[config.mk]
export PLATFORM = sky130hd
export DESIGN_NAME = simon_seq_engine
export DESIGN_NICKNAME = d
export VERILOG_FILES = /design/src/rtl/simon_seq_engine.sv
export SDC_FILE = /design/constraint.sdc
export NUM_CORES = 1
export LEC_CHECK = 0
export BUFFER_PORTS_ARGS = -buffer_cell sky130_fd_sc_hd__buf_2
export CAP_MARGIN = 20
export CORE_ASPECT_RATIO = 0.75
export CORE_MARGIN = 2
export CORE_UTILIZATION = 48
export CTS_BUF_LIST = sky130_fd_sc_hd__clkbuf_8 sky130_fd_sc_hd__clkbuf_16
export CTS_CLUSTER_SIZE = 8
export DETAILED_ROUTE_END_ITERATION = 10
export GPL_ROUTABILITY_DRIVEN = 0
export PLACE_DENSITY = 0.62
export SLEW_MARGIN = 20
export SYNTH_ARGS = -nofsm -noshare
export SYNTH_HDL_FRONTEND = slang
export SYNTH_SLANG_ARGS = --single-unit
[constraint.sdc]
create_clock -name clk -period 3.7 [get_ports clk]
set_clock_uncertainty 0.05 [all_clocks]
set_input_delay 0.555 -clock clk [delete_from_list [all_inputs] [get_ports clk]]
set_output_delay 0.555 -clock clk [all_outputs]
set_load 0.005 [all_outputs]
[src/rtl/simon_seq_engine.sv]
`timescale 1ns/1ps
// simon_seq_engine
// Sequence datapath for the Simon game: stores the player-built sequence,
// compares switch input against it, and plays the whole stored sequence back
// on the LEDs on request from the control FSM (play_start / play_done).
//
// Ports
//   clk, rst               clock; synchronous active-low reset
//   level, load_level      level switch and its capture strobe
//   pattern                switch inputs (WIDTH lanes)
//   count_clr, count_cnt   clear / increment stored sequence length
//   index_clr, index_cnt   clear / increment compare index (wraps)
//   write_en               store pattern at mem[count]
//   disp_mem               show mem[index] on LEDs when not playing
//   play_start             request playback of entries 0..count-1
//   index_lt_count         index < count
//   pattern_eq_mem         pattern == mem[index]
//   pattern_valid          one-hot pattern, or level_reg set
//   count_full             count == DEPTH
//   play_busy, play_done   playback in progress / one-cycle end pulse
//   pattern_leds           LED drive
//
// Playback FSM
//   state | meaning
//   IDLE  | controls accepted, LEDs show pattern or mem[index]
//   SHOW  | LEDs show mem[ptr] for HOLD cycles
//   GAP   | LEDs blank for GAP cycles, then next entry or DONE
//   DONE  | play_done pulse, back to IDLE
module simon_seq_engine #(
  parameter int WIDTH = 4,
  parameter int DEPTH = 64,
  parameter int AW    = 6,
  parameter int HOLD  = 4,
  parameter int GAP   = 1
) (
  input  logic             clk,
  input  logic             rst,
  input  logic             level,
  input  logic [WIDTH-1:0] pattern,
  input  logic             count_clr,
  input  logic             count_cnt,
  input  logic             index_clr,
  input  logic             index_cnt,
  input  logic             write_en,
  input  logic             load_level,
  input  logic             disp_mem,
  input  logic             play_start,
  output logic             index_lt_count,
  output logic             pattern_eq_mem,
  output logic             pattern_valid,
  output logic             count_full,
  output logic             play_busy,
  output logic             play_done,
  output logic [WIDTH-1:0] pattern_leds
);

  localparam int TMAX = (HOLD > GAP) ? HOLD : GAP;
  localparam int TW   = (TMAX > 1) ? $clog2(TMAX) : 1;

  localparam logic [TW-1:0]    HOLD_LD = TW'(HOLD - 1);
  localparam logic [TW-1:0]    GAP_LD  = TW'(GAP - 1);
  localparam logic [TW-1:0]    TMR_ONE = TW'(1);
  localparam logic [AW:0]      CNT_ONE = (AW+1)'(1);
  localparam logic [AW:0]      FULL_C  = (AW+1)'(DEPTH);
  localparam logic [AW-1:0]    IDX_ONE = AW'(1);
  localparam logic [WIDTH-1:0] PAT_ONE = WIDTH'(1);

  typedef enum logic [1:0] {
    ST_IDLE = 2'd0,
    ST_SHOW = 2'd1,
    ST_GAP  = 2'd2,
    ST_DONE = 2'd3
  } state_t;

  state_t           state_q, state_d;
  logic [AW:0]      count_q;
  logic [AW-1:0]    index_q;
  logic [AW-1:0]    ptr_q, ptr_d;
  logic [TW-1:0]    timer_q, timer_d;
  logic             level_q;
  logic             ctl_open;
  logic             wr_ok;
  logic [WIDTH-1:0] mem [DEPTH];

  // Sequence-building controls are frozen from playback start through DONE.
  assign ctl_open = (state_q == ST_IDLE);
  assign count_full = (count_q == FULL_C);
  assign wr_ok = rst && write_en && !count_full && ctl_open;

  // Memory has no reset; the write address is the pre-increment count.
  always_ff @(posedge clk) begin
    if (wr_ok) mem[count_q[AW-1:0]] <= pattern;
  end

  always_ff @(posedge clk) begin
    if (!rst) begin
      count_q <= '0;
      index_q <= '0;
      level_q <= 1'b0;
    end else begin
      if (ctl_open) begin
        if (count_clr)                    count_q <= '0;
        else if (count_cnt && !count_full) count_q <= count_q + CNT_ONE;
      end
      // DEPTH is 2**AW, so the index wraps naturally.
      if (index_clr)      index_q <= '0;
      else if (index_cnt) index_q <= index_q + IDX_ONE;
      if (load_level) level_q <= level;
    end
  end

  assign index_lt_count = ({1'b0, index_q} < count_q);
  assign pattern_eq_mem = (pattern == mem[index_q]);
  // One-hot test: nonzero with no bit left after clearing the lowest set bit.
  assign pattern_valid  = ((pattern != '0) && ((pattern & (pattern - PAT_ONE)) == '0))
                          || level_q;

  always_ff @(posedge clk) begin
    if (!rst) begin
      state_q <= ST_IDLE;
      ptr_q   <= '0;
      timer_q <= '0;
    end else begin
      state_q <= state_d;
      ptr_q   <= ptr_d;
      timer_q <= timer_d;
    end
  end

  always_comb begin
    state_d      = state_q;
    ptr_d        = ptr_q;
    timer_d      = timer_q;
    play_busy    = 1'b0;
    play_done    = 1'b0;
    pattern_leds = disp_mem ? mem[index_q] : pattern;
    case (state_q)
      ST_IDLE: begin
        if (play_start) begin
          if (count_q != '0) begin
            ptr_d   = '0;
            timer_d = HOLD_LD;
            state_d = ST_SHOW;
          end else begin
            state_d = ST_DONE;
          end
        end
      end
      ST_SHOW: begin
        play_busy    = 1'b1;
        pattern_leds = mem[ptr_q];
        if (timer_q == '0) begin
          timer_d = GAP_LD;
          state_d = ST_GAP;
        end else begin
          timer_d = timer_q - TMR_ONE;
        end
      end
      ST_GAP: begin
        play_busy    = 1'b1;
        pattern_leds = '0;
        if (timer_q == '0) begin
          if ({1'b0, ptr_q} == count_q - CNT_ONE) begin
            state_d = ST_DONE;
          end else begin
            ptr_d   = ptr_q + IDX_ONE;
            timer_d = HOLD_LD;
            state_d = ST_SHOW;
          end
        end else begin
          timer_d = timer_q - TMR_ONE;
        end
      end
      ST_DONE: begin
        play_done = 1'b1;
        state_d   = ST_IDLE;
      end
      default: state_d = ST_IDLE;
    endcase
  end

endmodule

==> metrics.md, run 1 <==
| Metric | Value |
|---|---|
| Diode count | 0 |
| Max H-tree Level | 2 |
| Worst-Skew Late Latency | 0.54 ns |
| Share of the synthesized area in the top cell type | 53.31% |
| Mapped Area | between 10,000 and 15,000 um^2 |
| DRT iter0 DRCs | 904 |
| Distinct cells, synth | 57 |
| Worst r2r path cells | 8 |
| Layout fillers | 2,293 |
| Overall power | approximately 8.6 mW |
| Post-Synth Adder-Cell Area | ~1.6% |
| CTS Buf Count | 42 |
| Synth top area cells | edfxtp_1, mux4_2, dfxtp_1 |
| Hold Path Cell Cnt | 3 |
| Estimated wirelength of the detail-placed design | 27,100 um |
| Actual slew at the worst max-slew pin | 0.7737 ns |
| Sequential element share of the synthesized area | 58.31% |
| Final worst slack | -0.1350 ns |
| Period utilization | 103.6% |
| Max-cap viol count | 0 |
| Number of synthesized flops with an enable pin | 256 |
| Drc violations | 0 |
| Int Pwr | 6.403 mW |
| Gr usage total | 25.70% |
| WL final | 39,700 um |
| Post-synthesis compound-gate area fraction | 4.495% |
| Initial Util | 49.18% |
| First-pass GRT wire length | 58,260 um |
| Post-synthesis xor/xnor area fraction | 1.215% |
| Max_slew headroom | about 48% |
| CP Capture Point | pattern_eq_mem |
| Final Hold Fails | 0 |
| Outcome | finished with violations |
| Switching fraction of total power | 25.81% |
| RSZ-0062 raised after global routing | yes |
| Final core occ | 57.53% |
| Final Critical Period | 3.835 ns |
| Final Setup Violations | 2 |
| Synth warn | 0 |
| R2r setup slk | 0.63 ns |
| Row count | between 50 and 60 |
| Worst Path Arrival | 3.23 ns |
| Die W | between 200 and 250 um |
| Post-synth top cells | edfxtp_1, mux4_2, nor2_1, nand2_1, dfxtp_1 |
| WL/cell | 28.26 um |
| CTS tree | built |
| Worst Hold Class | in2reg |
| Place WS | 0.1506 ns |
| Synth Flop Type | edfxtp_1 |
| Fin nets | 1,020 |
| Footprint of the multi-input gates | 5714 um^2 |
| Sinks on the clock net | 292 |
| Leak Pwr | 5.413 nW |
| Net load switching power | between 2 and 2.5 mW |
| Routed Antenna Nets | 0 |
| Die Ht | between 150 and 200 um |
| Fmax | about 260 MHz |
| CTS max path bufs | 3 |
| Max VDD drop | 0.0003854 V |
| Vias in the first global route | 8,881 |
| IO Port Bufs | 24 |
| FF+latch count, synth | 292 |
| Synth Area in Simple Gates | 7.262% |
| Core Box Area | 29,320 um^2 |
| Largest area contributor in the netlist | edfxtp_1 |
| Slew Limit Fails | 0 |
| GRT overflow | 0 |
| Vias per cell | 6.456 |
| Crit path max fanout | 10 |
| Clock transition at path regs | 0.05 ns |
| Crit path required time | a little over 3 ns |
| Syn Inst Count | 890 |
| Hold_buf cts | 0 |
| Antenna violations before repair | 0 |
| Gate power share | between 15 and 20% |
| Critical path endpoint category | output pin |
| Root buf cell | clkbuf_16 |
| Pwr dens | slightly above 500 nW/um^2 |
| Startpoint class of the critical path | register |
| Clock power frac | between 40% and 50% |
| Die area | 31,460 um^2 |
| Critical R2R Capture | mem[26][2] |
| Mux share of post-synthesis cell area | about a quarter |
| Register area | about 8400 um^2 |
| Synth async-reset ratio | 0% |
| Drt pass-1 iters | 5 |
| Largest net degree at the start of global routing | 55 |
| Vias post-DR | 9,071 |
| Largest family of logic cells by synthesized area | multiplexers |
| I/O pin cnt | 25 |
| Worst R2R Start | count_q[0] |
| Mapped Nets | 923 |
| Failing checks | setup timing |
| Syn Area/Cell | 16.20 um^2 |
| Reg power frac | around 43% |
| WS Path Type | reg2out |
| Layout cell share with drive strength beyond 1 | 32.38% |
| P&R area growth vs syn | 16.98% |
| Count leader, synth | edfxtp_1 |
==> worst max-delay path, cell delays in order (launching register included) <==
cell and delay (ns):
dfxtp_4 0.42, buf_6 0.12, buf_12 0.13, mux4_2 0.49, mux2i_1 0.18, o21ai_2 0.09, o41ai_4 0.43, a31oi_2 0.08
xor2_1 0.17, nor4_2 0.39, buf_2 0.18
==> what timing repair did <==
| action | CTS | global route |
|---|---|---|
| resized for setup | 23 | 22 |
| endpoints found under the hold margin | 0 | 0 |
| cloned | 2 | 0 |
| setup endpoints to repair | 5 | 5 |
| buffers inserted | 12 | 32 |
| pin swaps | 3 | 7 |
==> metal layers <==
layer	share of wire, %	routed length (um)	up-vias	global-route usage (%)
li1	-	-	3829	-
met1	43	16960	4654	38.30
met2	43	17170	509	36.05
met3	11	4371	77	7.758
met4	2.9	1134	2	8.282
met5	0.16	64	-	1.553
==> logic make-up (layout without fill, tap and decap cells) <==
group / count (synthesis) / count (layout)
compound gates: 91 / 91
xor+xnor: 20 / 20
fa+ha+maj: 18 / 18
buf+inv: 73 / 196
flops: 292 / 292
mux: 178 / 178
simple gates: 218 / 218
==> layout make-up <==
| cell class | instances | area share (%) |
|---|---|---|
| inverters | 17 | 0.3783 |
| repair buffers | 109 | 5.689 |
| clock inverters | 27 | 0.7862 |
| well taps | 392 | 2.908 |
| flip-flops and latches | 292 | 49.99 |
| multi-input cells | 525 | 33.87 |
| clock buffers | 43 | 6.379 |
==> how the worst min path moves through the flow <==
stage	to	startpoint
3_3_place_gp	state_q[1]	state_q[1]
2_1_floorplan	level_q	level_q
5_1_grt	level_q	level
6_report	level_q	level
3_5_place_dp	level_q	level_q
4_1_cts	level_q	level
==> placed cells by master (no fill, tap or decap), types with 9 or more instances in the layout <==
cell type / Yosys / routed
buf_2: 21 / 24
nand3_1: 22 / 22
dfxtp_1: 36 / 29
ha_1: 18 / 18
inv_1: 17 / 42
edfxtp_1: 256 / 256
buf_4: 4 / 67
nand2_1: 39 / 38
xnor2_1: 9 / 9
nor3_1: 11 / 11
clkbuf_16: 0 / 43
nor2_1: 92 / 92
a21oi_1: 14 / 14
xor2_1: 11 / 11
mux4_2: 128 / 137
buf_12: 1 / 11
o21ai_0: 19 / 15
mux2i_1: 33 / 29
nor2b_1: 12 / 12
==> registers in the layout, indices dropped and copies added, names as in the netlist, named ones only <==
register and cells:
ptr_q 6, timer_q 2, mem 256, state_q 2, level_q 1, index_q 6
count_q 7
==> power groups by stage <==
| stage | combinational (mW) | sequential, mW | clock, mW |
|---|---|---|---|
| after floorplan | 0.929 | 3.72 | 0 |
| after global placement | 1.33 | 3.76 | 0 |
| after detailed placement | 1.33 | 3.76 | 0 |
| after CTS | 1.40 | 3.69 | 3.54 |
| after global routing | 1.56 | 3.69 | 3.67 |
| final | 1.45 | 3.69 | 3.50 |
==> through the flow <==
step | hold slack (ns) | instances | setup TNS (ns) | area [um^2]
after floorplan | 0.4111 | 890 | 0 | 14420
after global placement | 0.4395 | 1290 | 0 | 15120
after detailed placement | 0.4390 | 1290 | 0 | 15120
after CTS | 0.2077 | 1374 | -0.1333 | 16560
after global routing | 0.2827 | 1405 | -0.4442 | 16870
final | 0.2179 | 1405 | -0.1548 | 16870
No activity file was read; power rests on OpenSTA's default activity.
==> run 2: changes to the inputs <==
--- a/config.mk
+++ b/config.mk
@@ -7,14 +7,16 @@
 export LEC_CHECK = 0
 export BUFFER_PORTS_ARGS = -buffer_cell sky130_fd_sc_hd__buf_2
 export CAP_MARGIN = 20
+export CELL_PAD_IN_SITES_DETAIL_PLACEMENT = 1
+export CELL_PAD_IN_SITES_GLOBAL_PLACEMENT = 2
 export CORE_ASPECT_RATIO = 0.75
 export CORE_MARGIN = 2
-export CORE_UTILIZATION = 48
+export CORE_UTILIZATION = 43
 export CTS_BUF_LIST = sky130_fd_sc_hd__clkbuf_8 sky130_fd_sc_hd__clkbuf_16
 export CTS_CLUSTER_SIZE = 8
 export DETAILED_ROUTE_END_ITERATION = 10
 export GPL_ROUTABILITY_DRIVEN = 0
-export PLACE_DENSITY = 0.62
+export PLACE_DENSITY = 0.74
 export SLEW_MARGIN = 20
 export SYNTH_ARGS = -nofsm -noshare
 export SYNTH_HDL_FRONTEND = slang
==> constraint.sdc (replaced) <==
create_clock -name clk -period 3.3 [get_ports clk]
set_clock_uncertainty 0.05 [all_clocks]
set_input_delay 0.495 -clock clk [delete_from_list [all_inputs] [get_ports clk]]
set_output_delay 0.495 -clock clk [all_outputs]
set_load 0.005 [all_outputs]
==> run 2 against run 1 <==
  * The run still ends with setup timing left
  * Sequential power is 12% higher
  * Final cell count is 4.4% higher
  * Worst hold slack got worse by 0.059 ns
  * First-iteration DRC count rose by 11%
  * Worst setup slack worse by 0.42 ns
  * Routed wire length is 6.0% higher
  * Critical path depth unchanged
  * Final area is 1.8% higher
  * Sequential share of layout area down 0.88 points
  * Flip-flop and latch count unchanged
  * Core utilization decreased by 6.0 points
  * Global-route usage fell by 0.97 points
  * Highest routed layer is now met4
==> metrics.md, run 2 (synthesis gave the netlist of run 1 again) <==
| Metric | Value |
|---|---|
| Die area | 35,030 um^2 (was 31,460 um^2) |
| Vias in the first global route | 9,272 (was 8,881) |
| Slew Limit Fails | 0 (unchanged) |
| WS Path Type | reg2out (unchanged) |
| Final Critical Period | 3.858 ns |
| Worst Path Arrival | 3.31 ns (was 3.23 ns) |
| Startpoint class of the critical path | register (unchanged) |
| WHS | 0.1590 ns (was 0.2179 ns) |
| Crit path max fanout | 8 (was 10) |
| Vias per cell | 6.142 (was 6.456) |
| WL final | 42,100 um (was 39,700 um) |
| RSZ-0062 raised after global routing | yes (unchanged) |
| Max H-tree Level | 2 (unchanged) |
| Estimated wirelength of the detail-placed design | 29,570 um (was 27,100 um) |
| Design Area, Final | 17,160 um^2 (was 16,870 um^2) |
| Critical path endpoint category | output pin (unchanged) |
| Failing checks | setup timing (unchanged) |
| Max_slew headroom | 43.26% (was 48.42%) |
| Crit-path max cell delay | 0.53 ns (was 0.49 ns) |
| Antenna violations before repair | 0 (unchanged) |
| IO Port Bufs | 24 (unchanged) |
| Final Setup Violations | 5 (was 2) |
| Gr usage total | 24.73% (was 25.70%) |
| I/O pin cnt | 25 (unchanged) |
| Period utilization | 116.9% |
| Worst R2R Start | count_q[1] (was count_q[0]) |
| Worst path buffer plus inverter count | 4 (was 3) |
| Cell Chain, Critical Path | buf_8 -> mux4_2 -> mux4_2 -> mux2i_1 -> buf_4 -> mux2i_2 -> xor2_1 -> nor4_2 -> buf_4 -> buf_6 (was buf_6 -> buf_12 -> mux4_2 -> mux2i_1 -> o21ai_2 -> o41ai_4 -> a31oi_2 -> xor2_1 -> nor4_2 -> buf_2) |
| Uppermost routed layer | met4 (was met5) |
| WL met3 | 2947 um (was 4371 um) |
| Max VDD drop | 0.0003926 V (was 0.0003854 V) |
| Met1 WL | 19,250 um (was 16,960 um) |
| CTS max path bufs | 3 (unchanged) |
| Max-cap viol count | 0 (unchanged) |
| Row count | 58 (was 54) |
| DRT iter0 DRCs | 1,002 (was 904) |
| Outcome | finished with violations (unchanged) |
| Hold_sp | level (unchanged) |
| Crit path required time | 2.75 ns (was 3.09 ns) |
| Slowest CP cell | mux4_2 (unchanged) |
| Layout cell share with drive strength beyond 1 | 32.84% (was 32.38%) |
| Max reg flops | 256 (unchanged) |
| WL/cell | 28.70 um (was 28.26 um) |
| Drt pass-1 iters | 5 (unchanged) |
| Fmax | 259.2 MHz |
| Root buf cell | clkbuf_16 (unchanged) |
| Final worst slack | -0.5584 ns (was -0.1350 ns) |
| Placed inst area | 15,470 um^2 (was 15,120 um^2) |
| Worst Hold Class | in2reg (unchanged) |
| CTS tree | built (unchanged) |
| Sum Neg Setup Slack | -1.451 ns (was -0.1548 ns) |
| Fin nets | 1,024 (was 1,020) |
| Actual slew at the worst max-slew pin | 0.8511 ns (was 0.7737 ns) |
| Clock transition at path regs | 0.05 ns (about the same) |
| Layout fillers | 3,103 (was 2,293) |
| Most common cell after layout, fill and taps aside | edfxtp_1 (unchanged) |
| Core Box Area | 33,310 um^2 (was 29,320 um^2) |
| CTS Buf Count | 42 (unchanged) |
| Overall power | 9.956 mW (was 8.631 mW) |
| Worst-Skew Late Latency | 0.54 ns (about the same) |
| Vias post-DR | 9,011 (was 9,071) |
| Crit path max-delay family | multiplexers (unchanged) |
| Drc violations | 0 (unchanged) |
| First-pass GRT wire length | 62,520 um (was 58,260 um) |
| P&R area growth vs syn | 19.03% (was 16.98%) |
| Sinks on the clock net | 292 (unchanged) |
| Die W | 215.5 um (was 204.1 um) |
| Hold_buf cts | 0 (unchanged) |
| Routed Antenna Nets | 0 (unchanged) |
| Largest net degree at the start of global routing | 49 (was 55) |
| Final Hold Fails | 0 (unchanged) |
| Commonest non-fill, non-tap cells in the layout | edfxtp_1, mux4_2, nor2_1, buf_4, clkbuf_16 (unchanged) |
| Leak Pwr | 5.489 nW (was 5.413 nW) |
| Pwr dens | 580.0 nW/um^2 (was 511.7 nW/um^2) |
| Diode count | 0 (unchanged) |
| DR WL met2 | 19,160 um (was 17,170 um) |
| Initial Util | 43.29% (was 49.18%) |
| GRT overflow | 0 (unchanged) |
| Die Ht | 162.6 um (was 154.1 um) |
[run 2: what timing repair did]
item,CTS,global route
setup buffers,6,18
resized for setup,33,22
pin swaps,7,7
cloned,3,0
endpoints found under the setup margin,5,6
hold endpoints to repair,0,0
[run 2: worst register-to-register path, delay by kind of cell (launching register included)]
kind          cells  cell delay, ns
buf+inv           3            0.45
simple gates      4            1.31
fa+ha+maj         1            0.26
flops             1            0.43
[run 2: worst paths after layout]
check                   end  slack, ns  cells past startpoint
min                 level_q       0.16                      3
max reg2reg      mem[30][2]       0.44                      8
max          pattern_eq_mem      -0.56                     10
min reg2reg      state_q[1]       0.45                      2
[run 2: layout make-up]
type,count,area [um^2],share of cell area (%)
clock buffer,45,1126,6.561
clock inverter,25,120.1,0.6998
inverter,17,63.81,0.3718
multi-input combinational,525,5761,33.56
sequential,292,8428,49.10
tap,450,563.0,3.280
timing repair buffer,113,1102,6.422
[run 2: per-stage QoR]
stage,setup slack [ns],utilization [%],cells
2_1_floorplan,0.5484,-,890
3_3_place_gp,-0.09704,46.44,1373
3_5_place_dp,-0.1447,46.44,1373
4_1_cts,-0.5848,50.82,1450
5_1_grt,-0.6652,51.53,1467
6_report,-0.5584,51.53,1467
[run 2: metal layers]
layer / track usage [%] / vias up
met5: 0 / -
met1: 37.34 / 4781
met3: 4.202 / 58
met4: 5.987 / 0
li1: - / 3841
met2: 37.65 / 331
[run 2: power breakdown]
group	switching, mW	internal, mW
clock	1.57	2.48
sequential	0.0551	4.07
combinational	0.972	0.803
